## src/rtl/packet_injector.sv

```systemverilog
// Write-side packet source for a router input FIFO: emits header, body and tail flits per request.
// Optional macro PKT_CNT_EN builds a saturating completed-packet counter on pkt_count.
module packet_injector #(
   parameter int unsigned DATA_WIDTH = 32,
   parameter int unsigned ADDR_WIDTH = 2,
   parameter int unsigned LEN_WIDTH  = 4,
   parameter int unsigned SRC_ADDR   = 0
) (
   input  logic                  clk,
   input  logic                  rst,
   input  logic                  req_valid,
   output logic                  req_ready,
   input  logic [ADDR_WIDTH-1:0] req_dst,
   input  logic [LEN_WIDTH-1:0]  req_len,
   input  logic                  full,
   output logic                  wr_en,
   output logic [DATA_WIDTH-1:0] flit_out,
   output logic [15:0]           pkt_count
);

   localparam int unsigned LenLsb = 2 * ADDR_WIDTH;
   localparam int unsigned IdLsb  = 2 * ADDR_WIDTH + LEN_WIDTH;

   typedef enum logic [1:0] {StIdle, StHeader, StBody, StTail} state_e;

   state_e                state_q, state_d;
   logic [ADDR_WIDTH-1:0] dst_q, dst_d;
   logic [LEN_WIDTH-1:0]  len_q, len_d;
   logic [LEN_WIDTH-1:0]  idx_q, idx_d;
   logic [7:0]            pkt_id_q, pkt_id_d;

   assign req_ready = (state_q == StIdle);
   assign wr_en     = !rst && (state_q != StIdle) && !full;

   always_ff @(posedge clk) begin
      if (rst) begin
         state_q  <= StIdle;
         dst_q    <= '0;
         len_q    <= '0;
         idx_q    <= '0;
         pkt_id_q <= '0;
      end else begin
         state_q  <= state_d;
         dst_q    <= dst_d;
         len_q    <= len_d;
         idx_q    <= idx_d;
         pkt_id_q <= pkt_id_d;
      end
   end

   always_comb begin
      state_d  = state_q;
      dst_d    = dst_q;
      len_d    = len_q;
      idx_d    = idx_q;
      pkt_id_d = pkt_id_q;
      unique case (state_q)
         StIdle: begin
            if (req_valid) begin
               dst_d   = req_dst;
               // A packet always carries at least a header and a tail.
               len_d   = (req_len < LEN_WIDTH'(2)) ? LEN_WIDTH'(2) : req_len;
               idx_d   = '0;
               state_d = StHeader;
            end
         end
         StHeader: begin
            if (wr_en) begin
               idx_d   = LEN_WIDTH'(1);
               state_d = (len_q > LEN_WIDTH'(2)) ? StBody : StTail;
            end
         end
         StBody: begin
            if (wr_en) begin
               idx_d = idx_q + LEN_WIDTH'(1);
               if (idx_q == len_q - LEN_WIDTH'(2)) state_d = StTail;
            end
         end
         StTail: begin
            if (wr_en) begin
               pkt_id_d = pkt_id_q + 8'd1;
               state_d  = StIdle;
            end
         end
         default: state_d = StIdle;
      endcase
   end

   always_comb begin
      flit_out = '0;
      unique case (state_q)
         StHeader: begin
            flit_out[DATA_WIDTH-1 -: 3]        = 3'b001;
            flit_out[ADDR_WIDTH-1:0]           = dst_q;
            flit_out[ADDR_WIDTH +: ADDR_WIDTH] = ADDR_WIDTH'(SRC_ADDR);
            flit_out[LenLsb +: LEN_WIDTH]      = len_q;
            flit_out[IdLsb +: 8]               = pkt_id_q;
         end
         StBody: begin
            flit_out[DATA_WIDTH-1 -: 3] = 3'b010;
            flit_out[7:0]               = 8'(idx_q);
            flit_out[15:8]              = pkt_id_q;
         end
         StTail: begin
            flit_out[DATA_WIDTH-1 -: 3] = 3'b100;
            flit_out[7:0]               = 8'(idx_q);
            flit_out[15:8]              = pkt_id_q;
         end
         default: flit_out = '0;
      endcase
   end

`ifdef PKT_CNT_EN
   logic [15:0] pkt_count_q;

   always_ff @(posedge clk) begin
      if (rst) begin
         pkt_count_q <= '0;
      end else if (wr_en && (state_q == StTail) && (pkt_count_q != 16'hFFFF)) begin
         pkt_count_q <= pkt_count_q + 16'd1;
      end
   end

   assign pkt_count = pkt_count_q;
`else
   assign pkt_count = '0;
`endif

endmodule

```

## config.mk

```make
export PLATFORM = sky130hd
export DESIGN_NAME = packet_injector
export DESIGN_NICKNAME = d
export VERILOG_FILES = /design/src/rtl/packet_injector.sv
export SDC_FILE = /design/constraint.sdc
export NUM_CORES = 1
export LEC_CHECK = 0
export BUFFER_PORTS_ARGS = -buffer_cell sky130_fd_sc_hd__buf_2
export CORE_MARGIN = 4
export CORE_UTILIZATION = 30
export CTS_BUF_LIST = sky130_fd_sc_hd__clkbuf_8
export DETAILED_ROUTE_END_ITERATION = 7
export GPL_TIMING_DRIVEN = 0
export SLEW_MARGIN = 10
export SYNTH_ARGS = -nofsm -noshare
export SYNTH_HDL_FRONTEND = slang
export SYNTH_SLANG_ARGS = --single-unit
```

## constraint.sdc

```tcl
create_clock -name clk -period 2.7 [get_ports clk]
set_input_delay 0.54 -clock clk [delete_from_list [all_inputs] [get_ports clk]]
set_output_delay 0.54 -clock clk [all_outputs]
set_load 0.01 [all_outputs]
```

Yosys cells after proc, flatten, opt, wreduce, memory -nomap -nowiden

Index checks and enable logic that the tools add are counted.

Add/sub/neg operators: 3
Order comparisons: 2
Equal/unequal tests: 9
Multiplexer cells: 14
Reduce and logical (&&, ||, !) cells: 12

Operators by type and width:

| kind                                                           | number |
|---|---|
| one-hot mux 16 bit (2 select lines)                            | 1 |
| 2-to-1 mux 4 bit                                               | 4 |
| one-hot mux 4 bit (3 select lines)                             | 1 |
| 2-to-1 mux 2 bit                                               | 5 |
| != test 2 bit (second input constant)                          | 5 |
| one-hot mux 3 bit (3 select lines)                             | 1 |
| adder 8 x 1 -> 8 bit (second input constant)                   | 1 |
| one-hot mux 2 bit (4 select lines)                             | 1 |
| AND reduction 5 bit                                            | 1 |
| adder 4 x 1 -> 4 bit (second input constant)                   | 1 |
| equality test 2 bit (second input constant)                    | 2 |
| equality test 4 bit                                            | 1 |
| greater-than comparator 4 x 2 -> 1 bit (second input constant) | 1 |
| < comparator 4 x 2 -> 1 bit (second input constant)            | 1 |
| AND reduction 2 bit                                            | 2 |
| AND reduction 4 bit                                            | 1 |
| subtractor 4 x 2 -> 4 bit (second input constant)              | 1 |
| nonzero test 3 bit                                             | 1 |
| equality test 2 x 1 -> 1 bit (second input constant)           | 1 |
| logical AND 1 bit                                              | 2 |
| zero test 1 bit                                                | 2 |
| zero test 2 bit                                                | 1 |
| nonzero test 2 bit                                             | 1 |
| OR reduction 2 bit                                             | 1 |
| 2-to-1 mux 1 bit                                               | 1 |

Register bits: 20
Bits of input ports: 10
Output and inout port bits: 50
Word-level logic and storage cells: 45

Longest topological paths before layout

Gate-level depths: netlist (run 1).

Depth in word-level cells: 5
Depth in mapped cells: 8
Mapped depth without buffers: 6

Least setup slack after synthesis (run 1)

No wires, ideal clock.

Path type: register to output
From: reg state_q[0]
To: out flit_out[10]
Arrival time: 1494 ps
Required time: 2160 ps
Path slack: 666 ps
Cell stages (with the launch flop): 7
Buffers on the path: 2
Cell sequence: dfxtp_1 inv_1 ha_1 buf_6 clkbuf_1 nor2_1 and2_1

Cells in the longest elaborated chain, start to end: 3
Elaborated cells on any way between the ends: 5
Classes of those cells: eq/ne (3); mux (1); reduce/logical (1)

RTL lines:

| item                                    | RTL line | source |
|---|---|---|
| start: declaration                      | 26       | `state_e state_q, state_d;` |
| start signal: assignment                | 37       | `state_q <= StIdle;` |
| start signal: assignment                | 43       | `state_q <= state_d;` |
| equality test 2 bit                     | 91       | `unique case (state_q)` |
| OR reduction 2 bit (no source line)     | --       |  |
| one-hot mux 16 bit (2 select lines) (*) | 91       |  |
| end: declaration                        | 17       | `output logic [DATA_WIDTH-1:0] flit_out,` |

Every way passes the cells marked *; elsewhere a longest branch is shown, timed or not.

Worst setup path after layout (run 1)

From: reg state_q[1]
To: out flit_out[15]

Same word-level chain as after synthesis.

==> impl_metrics.tcl, run 1 <==
set metrics [dict create \
    synthArstFlopShare_pct 0 \
    ir_drop_mv 0.256 \
    htree_levels 1 \
    wire_per_inst_um 10.7 \
    cp-end-kind "output port" \
    yosys.cell_count.top_type "buf_4" \
    hold_viol_final 0 \
    die_area_um2 6080 \
    min_path_type "flip-flop to flip-flop" \
    portBuffers 30 \
    grt-ovfl-total 0 \
    rows 25 \
    tritoncts "yes" \
    clk_latency_ps 260 \
    total_power_mw 1.16 \
    p_leak_nw 0.903 \
    r2r_start "state_q[0]" \
    synthTopCellsByCount "29 x buf_4, 20 x dfxtp_1, 14 x a21oi_1" \
    period_share_pct 94.5 \
    start_util_pct 31.1 \
    setup_viol 0 \
    max_freq_ghz 0.392 \
    antenna_found_initial 0 \
    drv_cap 0 \
    grt_use_total_pct 11.1 \
    insertedDiodeCount 0 \
    finalWirelength_um 3300 \
    drt_iter0_drc 41 \
    yosys-top-cells-area "dfxtp_1 27%, buf_4 15%, ha_1 7.7%, and2_1 5.1%, a21oi_1 4.8%" \
    cp.arrival_ps 2010 \
    cts_buffer_depth 2 \
    cp-endpoint "flit_out[15]" \
    pwr_density_cell_nw_per_um2 620 \
    synth-edff-count 0 \
    dp.final_hpwl_um 2570 \
    nets 262 \
    synth_warnings 0 \
    status "finished clean" \
    grt_pass1_vias 1194 \
    num_vias 1270 \
    synth_top_area_share_pct 27.3 \
    synth_seq_area_share_pct 27.3 \
    critPathRequiredTime_ps 2160 \
    synthFlopType "dfxtp_1" \
    min_period_ps 2550 \
    skew_ps 9.39 \
    reg2regPathDepth 7 \
    cts_made_buffers 3 \
    crit_type "flip-flop to output port" \
    core_area_um2 4720 \
    syn_area_um2 1470 \
    viasPerCell 4.11 \
    clk_pin_slew_ps 80 \
    grt_pass1_wl_um 5570 \
    worst_slew_pin_slew_ps 465 \
    dr.pass1.iters 4 \
    die_x_um 78.0 \
    synthToLayoutAreaGrowth_pct 27.3 \
    startpoint_type "flip-flop" \
    crit_path_max_fanout 10 \
    netlist_instances 180 \
    reg2reg_to "pkt_id_q[7]" \
    grt_max_degree 12 \
    clock-sinks 20 \
    die_y_um 78.0 \
    ant_nets 0 \
    num_io_pins 60 \
    drive_gt1_share_pct 28.5 \
    ctsHoldBuffers 0 \
    clock-root-buffer "clkbuf_8" \
    ys_types 33 \
    rsz0062_at_grt "no" \
    drv_slew 0 \
    gp_congestion 0.792 \
    drc 0 \
    avgSynthCellArea_um2 8.16 \
    yosysTopAreaCell "dfxtp_1" \
    critPathLaunch "state_q[1]" \
    ys_ff_latch 20 \
    r2r_slack_ps 510 \
    setup_tns_ps 0 \
    relSlewSlack_pct 68.1 \
]
[logic make-up after synthesis]
logic type / after synthesis / synth area share [%]
adder cells (fa/ha/maj): 9 / 7.67
flip-flops: 20 / 27.3
other: 1 / 0.255
buffers and inverters: 40 / 18.1
multiplexers: 1 / 0.681
XOR/XNOR: 9 / 6.30
AND/OR/NAND/NOR: 68 / 26.7
AO/OA/AOI/OAI: 32 / 13.0
[cell type report]
type	count	area, um^2
buffer	35	248
clock buffer	4	55.1
fill	513	2850
inverter	5	18.8
multi-input combinational	148	915
sequential	20	400
tap	67	83.8
timing repair buffer	30	150
[worst min-delay path by stage]
stage	startpoint	end	slack, ps	depth (start not counted)
after floorplan	dst_q[0]	dst_q[0]	440	2
after global placement	dst_q[1]	dst_q[1]	450	2
after detailed placement	dst_q[0]	dst_q[0]	450	2
after CTS	dst_q[0]	dst_q[0]	460	2
after global routing	dst_q[1]	dst_q[1]	500	2
final	dst_q[0]	dst_q[0]	460	2
[stage by stage]
stage / hold WS (ps) / worst slack [ps] / util [%] / instance area (um^2) / instances
floorplan: 437 / 666 / - / 1570 / 208
global placement: 448 / 352 / 38.3 / 1810 / 305
detailed placement: 451 / 340 / 38.3 / 1810 / 305
CTS: 461 / 34.1 / 39.4 / 1860 / 309
global route: 504 / 31.6 / 39.6 / 1870 / 309
finish: 460 / 148 / 39.6 / 1870 / 309
[report_power, final]
| group | switching (mW) | leakage [nW] | internal (mW) | total, mW |
|---|---|---|---|---|
| registers | 0.0367 | 0.162 | 0.328 | 0.364 |
| logic | 0.351 | 0.712 | 0.212 | 0.563 |
| clock network | 0.104 | 0.0288 | 0.130 | 0.234 |
| total | 0.491 | 0.903 | 0.669 | 1.16 |
[routing by layer]
layer	GRT usage [%]	wire, um	share of wire, %
met1	14.5	1600	48
met4	4.72	10	0.30
met2	17.9	1490	45
met5	0	0	0
met3	2.09	196	5.9
[registers in the layout, summed over array words and instances, names as in the netlist]
signal / count
dst_q: 2
idx_q: 4
len_q: 4
pkt_id_q: 8
state_q: 2
[critical path, cell delays in order, from the launching register on]
cell and delay (ps):
dfxtp_1 420, inv_1 120, ha_1 190, clkbuf_1 220, nor3_1 400, nor2_4 90
and2_1 170, buf_2 130
[cells in the final DEF, fill, tap and decap left out, types with 5 or more instances in the layout]
master,n
ha_1,9
or3_1,5
and2_1,12
nand2_1,12
nand4_1,6
xor2_1,6
inv_1,5
o31ai_1,5
clkbuf_1,5
conb_1,29
nand3_1,6
dfxtp_1,20
buf_2,30
nor2_1,11
buf_4,29
a21oi_1,14
o21ai_0,9
[what timing repair did]
item                       in CTS  in global routing
setup endpoints to repair       0                  8
gates resized for setup         0                  2
setup buffers                   0                  0
No activity file was read; power rests on OpenSTA's default activity.
==> inputs of run 2 (changes only) <==
Settings changed: GPL_TIMING_DRIVEN 0 to default.
==> run 2 against run 1 <==
Fmax is 11% higher; critical path depth fell by 2; non-clock buffer count is 30 lower; clock skew shrank 1.1 ps; register-to-register slack improved by 210 ps; core utilization down 4.9 points; worst hold slack improved by 4.7 ps; via count decreased by 2.7%; sequential share of layout area is 3.0 points higher; setup slack better by 250 ps; critical endpoint is now flit_out[14]; largest power group unchanged; highest routed layer unchanged.
==> impl_metrics.tcl, run 2 (synthesized netlist as in run 1, its figures left out) <==
set metrics [dict create \
    status "finished clean" \
    drt_iter0_drc 66 \
    ctsHoldBuffers 0 \
    startpoint_type "flip-flop" \
    period_share_pct 85.1 \
    htree_levels 1 \
    dr.pass1.iters 4 \
    cts_made_buffers 3 \
    grt_pass1_wl_um 5440 \
    clock-root-buffer "clkbuf_8" \
    drc 0 \
    cts_setup_buffers 0 \
    crit_type "flip-flop to output port" \
    setup_viol 0 \
    min_path_type "flip-flop to flip-flop" \
    hold_depth 2 \
    p_leak_nw 0.752 \
    skew_ps 8.31 \
    max_freq_ghz 0.435 \
    final_cell_mix "30 x buf_2, 29 x conb_1, 20 x dfxtp_1, 14 x a21oi_1" \
    largest_reg_flops 8 \
    tritoncts "yes" \
    ir_drop_mv 0.275 \
    stdcell_count 278 \
    rsz0062_at_grt "no" \
    hold_viol_final 0 \
    start_util_pct 31.1 \
    num_vias 1236 \
    crit_path_max_fanout 8 \
    cp.arrival_ps 1760 \
    dp.final_hpwl_um 2430 \
    reg2regPathDepth 6 \
    die_y_um 78.0 \
    grt_max_degree 25 \
    insertedDiodeCount 0 \
    setup_tns_ps 0 \
    grt_use_total_pct 10.9 \
    layout_commonest_cell "buf_2" \
    clock-sinks 20 \
    antenna_found_initial 0 \
    top_regs "pkt_id_q x8, idx_q x4, len_q x4" \
    regMostFlops "pkt_id_q" \
    num_io_pins 60 \
    critPathRequiredTime_ps 2160 \
    die_area_um2 6080 \
    post_cts_resized 0 \
    viasPerCell 4.45 \
    cp-end-kind "output port" \
    gp_congestion 0.744 \
    ant_nets 0 \
    finalWirelength_um 3150 \
    drive_gt1_share_pct 19.9 \
    place_inst 275 \
    grt-ovfl-total 0 \
    die_x_um 78.0 \
    synthToLayoutAreaGrowth_pct 11.6 \
    rows 25 \
    portBuffers 30 \
    grt_pass1_vias 1158 \
    wire_per_inst_um 11.3 \
    pwr_density_cell_nw_per_um2 657 \
    n_fill_cell 508 \
    core_area_um2 4720 \
    clk_pin_slew_ps 80 \
    clk_latency_ps 260 \
    cts_buffer_depth 2 \
    total_power_mw 1.08 \
    drv_cap 0 \
    min_period_ps 2300 \
    nets 232 \
    drv_slew 0 \
]
[run 2: final timing paths]
| path | startpoint | end | slack (ps) |
|---|---|---|---|
| setup / recovery | state_q[1] | flit_out[14] | 400 |
| hold / removal | dst_q[1] | dst_q[1] | 460 |
| setup reg to reg | state_q[1] | idx_q[2] | 720 |
| hold reg to reg | dst_q[1] | dst_q[1] | 460 |
[run 2: worst max-delay path, cell delays in order (launching register included)]
cell and delay, ps:
dfxtp_1 420, inv_1 130, ha_1 280, nor2_1 370, and2_1 180, buf_2 130
[run 2: through the flow]
stage	setup slack, ps	hold WS, ps	instance area [um^2]	util [%]
final	402	465	1640	34.7
after floorplan	666	437	1570	-
after global placement	697	450	1600	33.8
after CTS	376	461	1640	34.7
after detailed placement	669	448	1600	33.8
after global routing	220	480	1640	34.7
[run 2: cell type report]
cell class | instances | area, um^2 | area share, %
repair buffers | 35 | 188 | 11.5
flip-flops and latches | 20 | 400 | 24.4
inverters | 5 | 18.8 | 1.15
multi-input cells | 148 | 907 | 55.3
clock buffers | 3 | 41.3 | 2.52
well taps | 67 | 83.8 | 5.11
[run 2: power by group]
group          internal (mW)  switching [mW]
sequential             0.328          0.0363
combinational          0.188           0.326
clock                 0.0994           0.100
total                  0.615           0.462
[run 2: layer usage]
layer | routed length (um) | vias to the layer above | share of wire [%] | GRT usage, %
met2 | 1450 | 43 | 46 | 17.6
met4 | 66 | 0 | 2.1 | 4.72
met3 | 228 | 6 | 7.2 | 2.55
li1 | - | 624 | - | -
met5 | 0 | - | 0 | 0
met1 | 1410 | 563 | 45 | 13.6
